[config.mk]
export PLATFORM = sky130hd
export DESIGN_NAME = health_bar_ctl
export DESIGN_NICKNAME = d
export VERILOG_FILES = /design/src/rtl/health_bar_ctl.sv
export SDC_FILE = /design/constraint.sdc
export NUM_CORES = 1
export LEC_CHECK = 0
export CORE_MARGIN = 5
export CORE_UTILIZATION = 40
export CTS_CLUSTER_SIZE = 30
export DETAILED_ROUTE_END_ITERATION = 8
export SLEW_MARGIN = 20
export SYNTH_ARGS = -nofsm -noshare
export SYNTH_HDL_FRONTEND = slang
export SYNTH_SLANG_ARGS = --single-unit
export TNS_END_PERCENT = 50
[constraint.sdc]
create_clock -name clk -period 12.8 [get_ports clk]
set_input_delay 2.56 -clock clk [delete_from_list [all_inputs] [get_ports clk]]
set_output_delay 2.56 -clock clk [all_outputs]
set_load 0.005 [all_outputs]
[src/rtl/health_bar_ctl.sv]
// Health bar overlay generator.
// Draws one bordered bar at a fixed screen position. The fill snaps to the
// new HP at once. A yellow "ghost" segment shows the HP just lost: it holds
// for a number of frames and then drains one step per frame. Bar widths are
// latched only on the frame tick, so a frame is never drawn with two widths.
// The pixel outputs are registered and lag hcount_in/vcount_in by one clock.
module health_bar_ctl #(
  parameter int BAR_X       = 32,
  parameter int BAR_Y       = 16,
  parameter int BAR_H       = 16,
  parameter int BORDER      = 2,
  parameter int HP_MAX      = 100,
  parameter int PX_PER_HP   = 2,
  parameter int HOLD_FRAMES = 30,
  parameter int STEP        = 1,
  parameter int LOW_THRESH  = 25
) (
  input  logic        clk,
  input  logic        rst,
  input  logic [10:0] hcount_in,
  input  logic [10:0] vcount_in,
  input  logic        vblnk_in,
  input  logic [7:0]  hp_in,
  input  logic        hp_valid,
  output logic        bar_on,
  output logic [11:0] rgb_bar,
  output logic [7:0]  hp_displayed,
  output logic        anim_busy
);

  typedef enum logic [1:0] {
    ST_IDLE,
    ST_HOLD,
    ST_DRAIN
  } state_t;

  // Geometry of the outer rectangle and of the interior inside the border.
  localparam int          OUT_W    = 2*BORDER + HP_MAX*PX_PER_HP;
  localparam logic [10:0] X_LO     = 11'(BAR_X);
  localparam logic [10:0] X_HI     = 11'(BAR_X + OUT_W - 1);
  localparam logic [10:0] Y_LO     = 11'(BAR_Y);
  localparam logic [10:0] Y_HI     = 11'(BAR_Y + BAR_H - 1);
  localparam logic [10:0] IX_LO    = 11'(BAR_X + BORDER);
  localparam logic [10:0] IX_HI    = 11'(BAR_X + OUT_W - 1 - BORDER);
  localparam logic [10:0] IY_LO    = 11'(BAR_Y + BORDER);
  localparam logic [10:0] IY_HI    = 11'(BAR_Y + BAR_H - 1 - BORDER);
  localparam logic [10:0] PX_V     = 11'(PX_PER_HP);
  localparam logic [10:0] FULL_W   = 11'(HP_MAX * PX_PER_HP);
  localparam logic [7:0]  HP_MAX_V = 8'(HP_MAX);
  localparam logic [7:0]  HOLD_V   = 8'(HOLD_FRAMES);
  localparam logic [7:0]  STEP_V   = 8'(STEP);
  localparam logic [7:0]  LOW_V    = 8'(LOW_THRESH);

  localparam logic [11:0] C_BORDER = 12'hFFF;
  localparam logic [11:0] C_FILL   = 12'h0F0;
  localparam logic [11:0] C_LOW_HI = 12'hF00;
  localparam logic [11:0] C_LOW_LO = 12'h800;
  localparam logic [11:0] C_GHOST  = 12'hFF0;
  localparam logic [11:0] C_EMPTY  = 12'h222;

  state_t      state_q, state_d;
  logic        vblnk_q;
  logic [7:0]  target_q;
  logic [7:0]  disp_q, disp_d;
  logic [7:0]  hold_q, hold_d;
  logic [7:0]  frame_q;
  logic [10:0] fill_w_q, ghost_w_q;
  logic        bar_on_q, bar_on_d;
  logic [11:0] rgb_q, rgb_d;
  logic        busy_q;

  logic        tick;
  logic [7:0]  hp_clamped;
  logic [7:0]  target_cur;
  logic        in_outer, in_inner;
  logic [10:0] ix;

  // A new HP value is visible in the same cycle as its strobe, so a strobe
  // that lands on the frame tick is already seen by that tick.
  assign tick       = vblnk_in & ~vblnk_q;
  assign hp_clamped = (hp_in > HP_MAX_V) ? HP_MAX_V : hp_in;
  assign target_cur = hp_valid ? hp_clamped : target_q;

  // Animation next-state: heal is instant, damage goes HOLD then DRAIN.
  // NOTE: every signal assigned here gets a default first, so no path can
  // leave one unassigned and infer a latch.
  always_comb begin
    state_d = state_q;
    disp_d  = disp_q;
    hold_d  = hold_q;
    if (tick) begin
      if (target_cur >= disp_q) begin
        disp_d  = target_cur;
        state_d = ST_IDLE;
      end else begin
        case (state_q)
          ST_IDLE: begin
            state_d = ST_HOLD;
            hold_d  = HOLD_V;
          end
          ST_HOLD: begin
            if (hold_q == 8'd0) state_d = ST_DRAIN;
            else                hold_d  = hold_q - 8'd1;
          end
          ST_DRAIN: begin
            // disp_q > target_cur here, so the subtraction cannot wrap.
            if (disp_q - target_cur > STEP_V) disp_d = disp_q - STEP_V;
            else                              disp_d = target_cur;
            if (disp_d == target_cur) state_d = ST_IDLE;
          end
          default: state_d = ST_IDLE;
        endcase
      end
    end
    // Further damage while holding restarts the hold period.
    if (hp_valid && (hp_clamped < target_q) &&
        (state_q == ST_HOLD) && (state_d == ST_HOLD)) begin
      hold_d = HOLD_V;
    end
  end

  // Pixel classification for the current hcount/vcount, in priority order.
  always_comb begin
    in_outer = (hcount_in >= X_LO) && (hcount_in <= X_HI) &&
               (vcount_in >= Y_LO) && (vcount_in <= Y_HI);
    in_inner = (hcount_in >= IX_LO) && (hcount_in <= IX_HI) &&
               (vcount_in >= IY_LO) && (vcount_in <= IY_HI);
    ix       = hcount_in - IX_LO;
    bar_on_d = 1'b0;
    rgb_d    = 12'h000;
    if (in_outer) begin
      bar_on_d = 1'b1;
      if (!in_inner)              rgb_d = C_BORDER;
      else if (ix < fill_w_q) begin
        if (target_cur > LOW_V)   rgb_d = C_FILL;
        else                      rgb_d = frame_q[4] ? C_LOW_LO : C_LOW_HI;
      end
      else if (ix < ghost_w_q)    rgb_d = C_GHOST;
      else                        rgb_d = C_EMPTY;
    end
  end

  // State, widths, frame counter and registered pixel outputs.
  // NOTE: sequential state uses non-blocking assignments so every register
  // samples the values from before this edge, whatever the statement order.
  always_ff @(posedge clk) begin
    if (rst) begin
      state_q   <= ST_IDLE;
      vblnk_q   <= 1'b0;
      target_q  <= HP_MAX_V;
      disp_q    <= HP_MAX_V;
      hold_q    <= 8'd0;
      frame_q   <= 8'd0;
      fill_w_q  <= FULL_W;
      ghost_w_q <= FULL_W;
      bar_on_q  <= 1'b0;
      rgb_q     <= 12'h000;
      busy_q    <= 1'b0;
    end else begin
      state_q  <= state_d;
      vblnk_q  <= vblnk_in;
      disp_q   <= disp_d;
      hold_q   <= hold_d;
      busy_q   <= (state_d != ST_IDLE);
      bar_on_q <= bar_on_d;
      rgb_q    <= rgb_d;
      if (hp_valid) target_q <= hp_clamped;
      if (tick) begin
        frame_q   <= frame_q + 8'd1;
        fill_w_q  <= 11'(target_cur) * PX_V;
        ghost_w_q <= 11'(disp_d) * PX_V;
      end
    end
  end

  assign bar_on       = bar_on_q;
  assign rgb_bar      = rgb_q;
  assign hp_displayed = disp_q;
  assign anim_busy    = busy_q;

endmodule
## Word level (Yosys, flattened, before mapping)

Cells that the tools add are included.

- Bitwise operators: 4
- Muxes and demuxes: 25
- Add/subtract/negate cells: 5
- Equal/unequal tests: 7
- Order comparisons: 15
- Reductions and logical operators: 19

Operators with widths:

| cell | count |
|---|---|
| $mux 8 | 10 |
| $mux 12 | 4 |
| $ge 11x5->1 const B | 2 |
| $ge 11x6->1 const B | 2 |
| $le 11x5->1 const B | 2 |
| $le 11x8->1 const B | 2 |
| $lt 11x9->1 | 2 |
| $pmux 8 s2 | 1 |
| $sub 8x1->8 const B | 2 |
| $mux 5 | 3 |
| $mux 11 | 1 |
| $sub 11x6->11 const B | 1 |
| $logic_and 1x1->1 | 9 |
| $add 8x1->8 const B | 1 |
| $eq 8x8->1 | 1 |
| $ge 8x8->1 | 1 |
| $gt 8x1->1 const B | 1 |
| $gt 8x5->1 const B | 1 |
| $gt 8x7->1 const B | 1 |
| $logic_not 8->1 | 1 |
| $lt 8x8->1 | 1 |
| $mux 2 | 4 |
| $reduce_and 4->1 | 2 |
| $sub 8x8->8 | 1 |
| other kinds (13) | 19 |

- Input bits: 34
- Flip-flop bits (word level): 65

## Longest topological paths before layout

- Depth in word-level cells: 18
- Mapped depth: 16
- Mapped depth without buffers: 14

## Least setup slack after synthesis

OpenSTA, ideal clock, no wires.

- Path type: input to register
- Start point: in hp_in[3]
- End point: reg ghost_w_q[8]
- Library setup time: 103 ps
- Data required time: 12697 ps
- Cell stages on the path: 14
- Path slack: 6973 ps
- Data arrival time: 5723 ps
- Cells stage by stage: buf_2 o311a_2 o32a_1 inv_1 ha_1 inv_1 maj3_1 a31oi_2 nor2_1 a211oi_1 nor4_4 a311oi_1 and4b_1 a2111oi_2

- Cells in the longest elaborated chain, start to end: 12
- Elaborated cells between the ends (all ways): 13
- Classes of those cells: 1 x add/sub; 3 x order compare; 9 x mux

Ends and longest elaborated chain:

| what | line | source |
|---|---|---|
| start, declared | 23 | `input logic [7:0] hp_in,` |
| $gt 8x7->1 (*) | 81 | `assign hp_clamped = (hp_in > HP_MAX_V) ? HP_MAX_V : hp_in;` |
| $mux 8 (*) | 81 |  |
| $mux 8 (*) | - |  |
| named net target_cur[0] | 74 | `logic [7:0] target_cur;` |
| $sub 8x8->8 | 107 | `if (disp_q - target_cur > STEP_V) disp_d = disp_q - STEP_V;` |
| $gt 8x1->1 | 107 |  |
| $mux 8 | 107 |  |
| $mux 8 | 96 | `case (state_q)` |
| $mux 8 | 92 | `if (target_cur >= disp_q) begin` |
| $mux 8 | 91 | `if (tick) begin` |
| $mux 8 | 96 |  |
| $mux 8 (*) | 92 |  |
| $mux 8 (*) | 91 |  |
| end signal, assigned | 171 | `ghost_w_q <= 11'(disp_d) * PX_V;` |
| end, declared | 67 | `logic [10:0] fill_w_q, ghost_w_q;` |

The timed path passes the listed nets; every way through them passes the cells marked *. The select of a mux whose other input is x is not followed.
A chain may end at the register's enable or synchronous reset.

## Final worst setup path

- Start point: in hp_valid
- End point: reg disp_q[4], in the netlist hp_displayed[4]

- Cells in the longest elaborated chain, start to end: 10
- Elaborated cells between the ends (all ways): 11
- Classes of those cells: 1 x add/sub; 2 x order compare; 8 x mux

Ends and longest elaborated chain:

| what | line | source |
|---|---|---|
| start, declared | 24 | `input logic hp_valid,` |
| $mux 8 (*) | - |  |
| $sub 8x8->8 | 107 |  |
| $gt 8x1->1 | 107 |  |
| $mux 8 | 107 |  |
| $mux 8 | 96 |  |
| $mux 8 | 92 |  |
| $mux 8 | 91 |  |
| $mux 8 | 96 |  |
| $mux 8 (*) | 92 |  |
| $mux 8 (*) | 91 |  |
| end signal, assigned | 162 | `disp_q <= disp_d;` |
| end, declared | 64 | `logic [7:0] disp_q, disp_d;` |

Every way passes the cells marked *; elsewhere a longest branch is shown, timed or not. The select of a mux whose other input is x is not followed.

==> flow_summary.ini <==
[power_and_ir_drop]
static-leakage-power_nw = 1.982
max-vdd-ir-drop_v = 0.00006831
switching_power_uw = 239.0
seq_pwr_share_pct = 34.4
power.share.switching_pct = 37.74
power_per_unit_of_standard_cell_area_nw_per_um2 = 122.0
post-layout-total-power_uw = 633.1
p_comb_share_pct = 37.4
internal_power_uw = 394.2
clkPwrFrac_pct = 28.2

[yosys]
avgSynthCellArea_sq_um = 7.974
synth.distinct_cells = 85
synth.ff_latch_count = 57
synth_edf_count = 0
synthesis.yosys.warnings = 0
synth.yosys.seq_area_share_pct = 25.92
syn-cell-area_sq_um = 4402
share_of_flip_flops_with_an_asynchronous_set_or_reset_after_synthesis_pct = 0
postSynth.topFlopCell = dfxtp_1
synthesis.instances = 552
postSynthNetCount = 615

[setup_path]
worstSetupStartpointType = input port
cp_slowest_cell = a211oi_2
reg2reg_from = target_q[1]
worstPathMaxFanout = 24
worst_setup_path_startpoint = hp_valid
cp_data_arrival_time_ns = 7.36
cp.required_ns = 13.00
critical_path.endpoint_type = register
criticalPathCategory = in2reg
critical-path-max-stage-delay_ns = 0.87
crit_chain = clkdlybuf4s50_1 > and3b_1 > a21oi_1 > xnor2_1 > inv_1 > ha_1 > nor2_1 > o211ai_1 > o2111ai_1 > a211oi_2 > nand2_1 > o31ai_1 > a211oi_1

[timing]
fmax_mhz = 139.6
fin_crit_ns = 7.165
finalHoldViolations = 0
slew-limit-headroom_pct = 29.63
final_critical_path_setup_slack_ns = 5.635
clock-skew-final_ns = 0.01063
total_neg_setup_slack_ns = 0
finalSetupViolCount = 0
timing.final.crit_share_pct = 55.97
report.final.slew_viol_count = 0
worstMarginPinSlew_ns = 1.056
holdWs_ns = 0.4769
setup_repair_after_global_routing_missed_its_margin = no

[clock_tree]
cts.sinks = 57
cts_resized = 0
cts_buf_count = 9
holdBufCountCts = 0
clk_pin_slew_ns = 0.07
worst_skew_pair.late_latency_ns = 0.35
post-cts-setup-buffers = 0
ctsHtreeMaxLevel = 3
clock-root-buffer = clkbuf_8
cts_max_path_buffers = 2
cts_tree = done

[placement]
place.gp.congestion = 0.8843
placed_cells = 718
placement.setup.worst_slack_ns = 5.339
io_buffers = 54
detailedPlacementHpwl_um = 8762

[cells_and_area]
fin_nets = 652
syn2layout_area_growth_pct = 17.91
num-fill-cells = 1066
drive_above_1_share_pct = 7.912
antenna_cells = 0
regArea_sq_um = 1141
layout_commonest_cell = dfxtp_1
post_layout_nonfiller_instances = 734
layout.cells.most_common_list = 57 x dfxtp_1, 54 x clkdlybuf4s50_1, 53 x nor2_1
multi_input_gate_area_sq_um = 2954

[routing]
routed_via_count_divided_by_cell_count = 5.775
wirelength_um = 11570
post_drt_wl_per_cell_um = 15.76
drc_errors = 0
drt_first_iter_violations = 267
drt_pass1_iterations = 7
routed-via-count = 4239
remaining_antenna_violation_count_after_routing = 0

[floorplan]
chipHeight_um = 114.9
die_x_um = 114.9
core_area_sq_um = 10790
rows = 38
floorplan.die_area_sq_um = 13200
initial_core_util_pct = 40.78
top_level_ports = 56

[status]
outcome = finished, final reports clean

[job]
maxCapViolations = 0

[global_routing]
antenna_found_initial = 0
grt_util_all_layers_pct = 18.07
grt_first_pass_wirelength_um = 19460
globalRouteOverflowTotal = 0
grt_start_max_net_pins = 34
grt_pass1_vias = 4107

[hold_path]
timing.hold.worst.class = reg2reg
hp-start = frame_q[1]
flip-flops by register name, indices dropped and copies added (netlist names):
name          count
hold_q            8
ghost_w_q         8
hp_displayed      8
rgb_bar           7
frame_q           5
vblnk_q           1
target_q          8
fill_w_q          8
anim_busy         1
state_q           2
bar_on            1
routing by layer:
| layer | share of wire (%) | GRT usage, % |
|---|---|---|
| met1 | 45 | 23.52 |
| met2 | 47 | 29.78 |
| met3 | 6.3 | 3.842 |
| met4 | 1.2 | 6.025 |
| met5 | 0 | 0 |
cells by family after synthesis:
family,count (synthesis),synth area share (%)
compound gates,157,27.09
fa+ha+maj,31,8.698
mux,6,1.421
other cells,1,0.08519
flops,57,25.92
simple gates,200,23.68
xor+xnor,30,6.140
buf+inv,70,6.964
area by class of cell:
cell class,instances,area share [%]
multi-input cells,425,56.92
flip-flops and latches,57,21.99
repair buffers,57,10.85
well taps,140,3.375
inverters,39,2.821
clock buffers,10,2.652
clock inverters,6,1.398
per-stage QoR:
| step | utilization [%] | instance area [sq um] |
|---|---|---|
| 6_report | 48.09 | 5190 |
| 5_1_grt | 48.09 | 5190 |
| 4_1_cts | 48.09 | 5190 |
| 3_5_place_dp | 46.14 | 4980 |
| 3_3_place_gp | 46.14 | 4980 |
| 2_1_floorplan | - | 4402 |
final timing paths:
path	to	slack [ns]	cells after the start
worst max-delay path	hp_displayed[4]	5.64	13
worst min-delay path	frame_q[1]	0.48	2
worst max register to register	hp_displayed[4]	8.63	12
worst min register to register	frame_q[1]	0.48	2
cells in the mapped netlist (3+ instances only):
master / number / area, sq um
o21a_1: 13 / 97.59
o211ai_1: 8 / 60.06
o21ai_0: 18 / 90.09
nor2_1: 53 / 198.9
a211o_1: 3 / 26.28
o311ai_1: 3 / 26.28
clkbuf_1: 16 / 60.06
nor3_1: 24 / 120.1
buf_2: 8 / 40.04
a21oi_1: 27 / 135.1
nand2_1: 39 / 146.4
nand3_1: 13 / 65.06
inv_1: 39 / 146.4
nor4_1: 5 / 31.28
a211oi_1: 20 / 150.1
nor2b_1: 11 / 68.82
o32ai_1: 4 / 35.03
ha_1: 29 / 362.9
a311oi_1: 3 / 26.28
nand2b_1: 7 / 43.79
buf_4: 5 / 37.54
and2_1: 5 / 31.28
xor2_1: 13 / 113.9
a31oi_2: 3 / 37.54
nand3b_1: 4 / 30.03
nor3b_1: 4 / 30.03
dfxtp_1: 57 / 1141
or2_2: 6 / 37.54
o21ai_1: 4 / 20.02
a31oi_1: 5 / 31.28
a21boi_0: 3 / 22.52
mux2i_1: 4 / 40.04
xnor2_1: 16 / 140.1
and3_1: 4 / 25.02
a2111oi_0: 3 / 26.28
nand4_1: 11 / 68.82
critical path: cells and delay by family:
family	cells	cell delay [ns]
AO/OA/AOI/OAI	6	2.52
buffers and inverters	2	0.94
AND/OR/NAND/NOR	3	0.92
adder cells (fa/ha/maj)	1	0.23
XOR/XNOR	1	0.19
power by group through the flow:
stage               Clock, mW  Combinational (mW)  Sequential, mW
floorplan                   0               0.181           0.210
global placement            0               0.231           0.220
detailed placement          0               0.235           0.221
CTS                     0.184               0.236           0.217
global route            0.191               0.264           0.220
finish                  0.179               0.237           0.218
Note: power is estimated with default switching activity, not from simulation.
